**src/rtl/sdf_ctrl.sv**
```systemverilog
// Central sequencer for a radix-2^2 SDF FFT pipeline: per-stage butterfly, -j rotation
// and twiddle controls plus output framing, all derived from one enable delay line.
module sdf_ctrl #(
    parameter int N        = 64,
    parameter int MULT_LAT = 2,
    parameter int CNT_W    = 16,
    localparam int LOGN    = $clog2(N),
    localparam int NMUL    = LOGN / 2 - 1
) (
    input  logic                 clk,
    input  logic                 rst,
    input  logic                 enable_in,
    output logic [LOGN-1:0]      bf_sel,
    output logic [LOGN/2-1:0]    rot_en,
    output logic [NMUL-1:0]      tw_en,
    output logic [NMUL*LOGN-1:0] tw_addr,
    output logic                 out_valid,
    output logic                 out_start,
    output logic [LOGN-1:0]      out_index,
    output logic                 frame_err,
    output logic [CNT_W-1:0]     frames_done
);

    function automatic int stage_lag(input int k);
        int lag;
        lag = 0;
        for (int s = 0; s < k; s++) begin
            lag = lag + (N >> (s + 1)) + 1;
            if ((s % 2 == 1) && (s < LOGN - 1))
                lag = lag + MULT_LAT;
        end
        return lag;
    endfunction

    localparam int LAT = stage_lag(LOGN);

    // en_dly[i] holds enable_in from i+1 cycles ago
    logic [LAT-1:0]  en_dly;
    logic [LOGN-1:0] cnt;
    logic [LOGN-1:0] out_cnt;
    logic [LOGN-1:0] out_cnt_next;

    always_ff @(posedge clk or posedge rst) begin
        if (rst) begin
            en_dly    <= '0;
            cnt       <= '0;
            frame_err <= 1'b0;
        end else begin
            en_dly    <= {en_dly[LAT-2:0], enable_in};
            cnt       <= enable_in ? cnt + LOGN'(1) : '0;
            frame_err <= ~enable_in & (|cnt);
        end
    end

    // Stage 0 has zero lag, so its select can only be formed from the live enable
    assign bf_sel[0] = enable_in & cnt[LOGN-1];

    for (genvar k = 1; k < LOGN; k++) begin : g_stage
        localparam int LAG = stage_lag(k);

        logic [LOGN-1:0] c_q;
        logic [LOGN-1:0] c_next;
        logic            bf_q;

        assign c_next = en_dly[LAG-1] ? c_q + LOGN'(1) : '0;

        always_ff @(posedge clk or posedge rst) begin
            if (rst) begin
                c_q  <= '0;
                bf_q <= 1'b0;
            end else begin
                c_q  <= c_next;
                bf_q <= en_dly[LAG-2] & c_next[LOGN-1-k];
            end
        end

        assign bf_sel[k] = bf_q;

        if (k % 2 == 1) begin : g_rot
            logic rot_q;

            always_ff @(posedge clk or posedge rst) begin
                if (rst)
                    rot_q <= 1'b0;
                else
                    rot_q <= en_dly[LAG-2] & (&c_next[LOGN-k -: 2]);
            end

            assign rot_en[(k-1)/2] = rot_q;
        end
    end

    for (genvar j = 0; j < NMUL; j++) begin : g_mul
        localparam int MLAG = stage_lag(2*j + 1) + (N >> (2*j + 2)) + 1;
        localparam int RW   = LOGN - 2 - 2*j;

        logic [LOGN-1:0] m_q;
        logic [LOGN-1:0] m_next;
        logic [LOGN-1:0] r;
        logic [1:0]      q;
        logic [LOGN-1:0] addr_next;
        logic            twe_q;
        logic [LOGN-1:0] twa_q;

        assign m_next = en_dly[MLAG-1] ? m_q + LOGN'(1) : '0;
        assign q      = m_next[LOGN-1-2*j -: 2];
        assign r      = m_next & LOGN'((1 << RW) - 1);
        // perm(0,1,2,3) = (0,2,1,3) is a swap of the two quadrant bits
        assign addr_next = LOGN'((r * LOGN'({q[0], q[1]})) << (2*j));

        always_ff @(posedge clk or posedge rst) begin
            if (rst) begin
                m_q   <= '0;
                twe_q <= 1'b0;
                twa_q <= '0;
            end else begin
                m_q   <= m_next;
                twe_q <= en_dly[MLAG-2];
                twa_q <= en_dly[MLAG-2] ? addr_next : '0;
            end
        end

        assign tw_en[j]                 = twe_q;
        assign tw_addr[j*LOGN +: LOGN]  = twa_q;
    end

    assign out_valid    = en_dly[LAT-1];
    assign out_cnt_next = out_valid ? out_cnt + LOGN'(1) : '0;
    assign out_index    = out_cnt;

    always_ff @(posedge clk or posedge rst) begin
        if (rst) begin
            out_cnt     <= '0;
            out_start   <= 1'b0;
            frames_done <= '0;
        end else begin
            out_cnt   <= out_cnt_next;
            out_start <= en_dly[LAT-2] & ~(|out_cnt_next);
            if (out_valid & (&out_cnt) & ~(&frames_done))
                frames_done <= frames_done + CNT_W'(1);
        end
    end

endmodule

```
**config.mk**
```make
export PLATFORM = sky130hd
export DESIGN_NAME = sdf_ctrl
export DESIGN_NICKNAME = d
export VERILOG_FILES = /design/src/rtl/sdf_ctrl.sv
export SDC_FILE = /design/constraint.sdc
export NUM_CORES = 1
export LEC_CHECK = 0
export BUFFER_PORTS_ARGS = -buffer_cell sky130_fd_sc_hd__buf_2
export CORE_ASPECT_RATIO = 1.25
export CORE_MARGIN = 4
export CORE_UTILIZATION = 50
export DETAILED_ROUTE_END_ITERATION = 6
export GPL_ROUTABILITY_DRIVEN = 0
export PLACE_DENSITY_LB_ADDON = 0.05
export SLEW_MARGIN = 20
export SYNTH_ARGS = -nofsm -noshare
export SYNTH_HDL_FRONTEND = slang
export SYNTH_SLANG_ARGS = --single-unit
export TNS_END_PERCENT = 10
```
**constraint.sdc**
```tcl
create_clock -name clk -period 8.1 [get_ports clk]
set_input_delay 0.405 -clock clk [delete_from_list [all_inputs] [get_ports clk]]
set_output_delay 0.405 -clock clk [all_outputs]
set_load 0.02 [all_outputs]
```
==> flow_summary.json <==
{
  "syn_inst": 369,
  "cts.sinks": 149,
  "grt_pass1_vias": 2915,
  "arrival_ps": 2830,
  "fp-row-count": 41,
  "synthesis.area_um2": 5270,
  "hold_violations": 0,
  "drt_iter0_markers": 106,
  "slew_viol_final": 0,
  "grt_util_met1_pct": 19.6,
  "drive_gt1_share_pct": 21.0,
  "insertion_delay_ps": 400,
  "fin_tns_setup_ps": 0,
  "drc": 0,
  "clk_pin_slew_ps": 60,
  "grt_first_pass_wirelength_um": 13800,
  "critical_path_required_ps": 8420,
  "h-tree-depth": 4,
  "grt_max_degree": 88,
  "seqPwrFrac_pct": 47.0,
  "critPathCaptureType": "flip-flop",
  "period_minus_slack_ps": 2510,
  "final.setup_skew_ps": 6.99,
  "io_pins": 51,
  "finalNonFillerCells": 568,
  "tightest_slew_ps": 747,
  "p_leak_nw": 3.22,
  "final_common_cell": "dfrtp_1",
  "area_growth_pct": 18.5,
  "use_met3_pct": 5.17,
  "yosys_warnings": 0,
  "setup_viol": 0,
  "vias": 2823,
  "crit_fanout": 5,
  "grtUsageTotal_pct": 14.6,
  "ctsLongestPathBuffers": 2,
  "synthMuxAreaShare_pct": 0.925,
  "synth_compound_area_share_pct": 2.56,
  "synth-async-reset-ratio_pct": 100,
  "avgSynthCellArea_um2": 14.3,
  "ys_ff_latch": 149,
  "power.internal_mw": 1.32,
  "start_util_pct": 51.6,
  "synth_edf_count": 0,
  "final_cell_mix": "dfrtp_1 (149), buf_2 (48), and2_1 (35)",
  "wl_per_cell_um": 14.0,
  "worst_r2r_path_depth": 10,
  "yosysUniqueCellTypes": 41,
  "cts_hold_buf": 0,
  "synth_top_family_by_area": "simple AND/OR/NAND/NOR gates",
  "ant_nets": 0,
  "power.share.clock_pct": 51.6,
  "synth_adder_area_share_pct": 3.70,
  "comb_power_share_pct": 1.4,
  "dp_cells": 536,
  "fp.coreArea_um2": 10200,
  "grt_busiest_layer": "met2",
  "synth-simple-area-share_pct": 14.4,
  "diodes": 0,
  "detailedPlacementHpwl_um": 4870,
  "rsz0062_at_grt": "false",
  "root_buffer": "clkbuf_16",
  "fp.dieW_um": 99.9,
  "numPortBuffers": 48,
  "switching_share_pct": 19.3,
  "drtPass1Iterations": 4,
  "num-nets-final": 444,
  "numCtsBuffers": 17,
  "critical_path_class": "reg -> reg",
  "ir_worst_vdd_mv": 0.149,
  "antenna_found_initial": 0,
  "hold_path_class": "in -> async",
  "ctsResizeCount": 0,
  "vias_per_cell": 4.97,
  "synth_flop_cell": "dfrtp_1",
  "status": "finished clean",
  "drt-total-wl_um": 7960,
  "final_core_util_pct": 61.2,
  "die_height_um": 123,
  "max_freq_ghz": 0.398,
  "cts_tree": "built",
  "startpoint_type": "flip-flop",
  "power_density_nw_per_um2": 261,
  "fin_crit_sh_pct": 31.0,
  "slew_headroom_pct": 50.2,
  "switching_power_uw": 315,
  "die_area_um2": 12300,
  "grt_overflow_total": 0,
  "cap_violations": 0,
  "use_met2_pct": 21.7,
  "cts_setup_buffers": 0,
  "seq_area_frac_synth_pct": 70.7,
  "synth-xor-area-share_pct": 5.32
}
==> critical path, stage by stage, from the launching register on <==
cell and delay, ps:
dfrtp_1 400, nand3_1 150, or3_1 400, a21oi_1 320, and2_1 180, ha_1 160, inv_1 50, fa_1 370
nor2b_1 150, o21ai_0 90, nor3_1 140
==> synthesized netlist by cell type, types with 2 or more instances <==
master	number	area share, %
dfrtp_1	149	71
and2_1	35	4.2
xnor2_1	17	2.8
nand3_1	15	1.4
nor2b_1	15	1.8
xor2_1	15	2.5
ha_1	14	3.3
nand2_1	14	1.0
and3_1	13	1.5
buf_4	12	1.7
inv_1	9	0.64
nor2_1	8	0.57
nand4_1	5	0.59
nor3_1	5	0.47
a31oi_1	4	0.47
o21ai_0	4	0.38
a21oi_1	3	0.28
mux2_2	3	0.64
nor4_1	3	0.36
nand2b_1	2	0.24
nand4_2	2	0.47
nor4_2	2	0.47
o311ai_0	2	0.33
==> flip-flops by register name, indices dropped and copies added, names as in the netlist <==
name,flops
g_stage.bf_q,5
frame_err,1
out_start,1
g_stage.g_rot.rot_q,3
g_mul.m_q,10
frames_done,16
g_stage.c_q,18
g_mul.twa_q,10
en_dly,73
out_index,6
cnt,6
==> cell type report <==
class | count | area [um^2]
clock inverters | 13 | 205
inverters | 9 | 38.8
flip-flops and latches | 149 | 3730
repair buffers | 49 | 248
clock buffers | 19 | 443
well taps | 129 | 161
multi-input cells | 200 | 1420
fillers | 793 | 3960
==> power groups by stage <==
stage | registers (mW) | clock network (mW) | logic (mW)
after floorplan | 0.779 | 0 | 0.0180
after global placement | 0.780 | 0 | 0.0243
after detailed placement | 0.780 | 0 | 0.0248
after CTS | 0.767 | 0.865 | 0.0249
after global routing | 0.769 | 0.901 | 0.0286
final | 0.767 | 0.843 | 0.0233
==> through the flow <==
| stage | power (mW) | hold WS (ps) | worst slack (ps) | area [um^2] |
|---|---|---|---|---|
| 2_1_floorplan | 0.797 | 331 | 3690 | 5280 |
| 6_report | 1.63 | 139 | 5590 | 6250 |
| 4_1_cts | 1.66 | 179 | 5580 | 6250 |
| 5_1_grt | 1.70 | 176 | 5380 | 6250 |
| 3_3_place_gp | 0.805 | 334 | 5760 | 5600 |
| 3_5_place_dp | 0.805 | 335 | 5630 | 5600 |
==> worst paths after layout <==
| path | startpoint | to | slack [ps] |
|---|---|---|---|
| min in group clk | enable_in | en_dly[0] | 190 |
| worst max-delay path | g_mul[0].m_q[0] | g_mul[0].twa_q[5] | 5590 |
| worst max register to register | g_mul[0].m_q[0] | g_mul[0].twa_q[5] | 5590 |
| max in group asynchronous | rst | en_dly[63] | 6710 |
| worst min-delay path | rst | frames_done[13] | 140 |
| worst min register to register | en_dly[22] | en_dly[23] | 350 |
==> logic make-up after synthesis <==
logic type,Yosys count
other,1
AO/OA/AOI/OAI,20
buffers and inverters,21
AND/OR/NAND/NOR,127
adder cells (fa/ha/maj),15
flip-flops,149
XOR/XNOR,32
multiplexers,4
==> per-layer routing <==
metal / routed length [um] / part of all wire [%]
met5: 0 / 0
met4: 113 / 1.4
met3: 308 / 3.9
met2: 3800 / 48
met1: 3740 / 47
No activity file was read; power rests on OpenSTA's default activity.
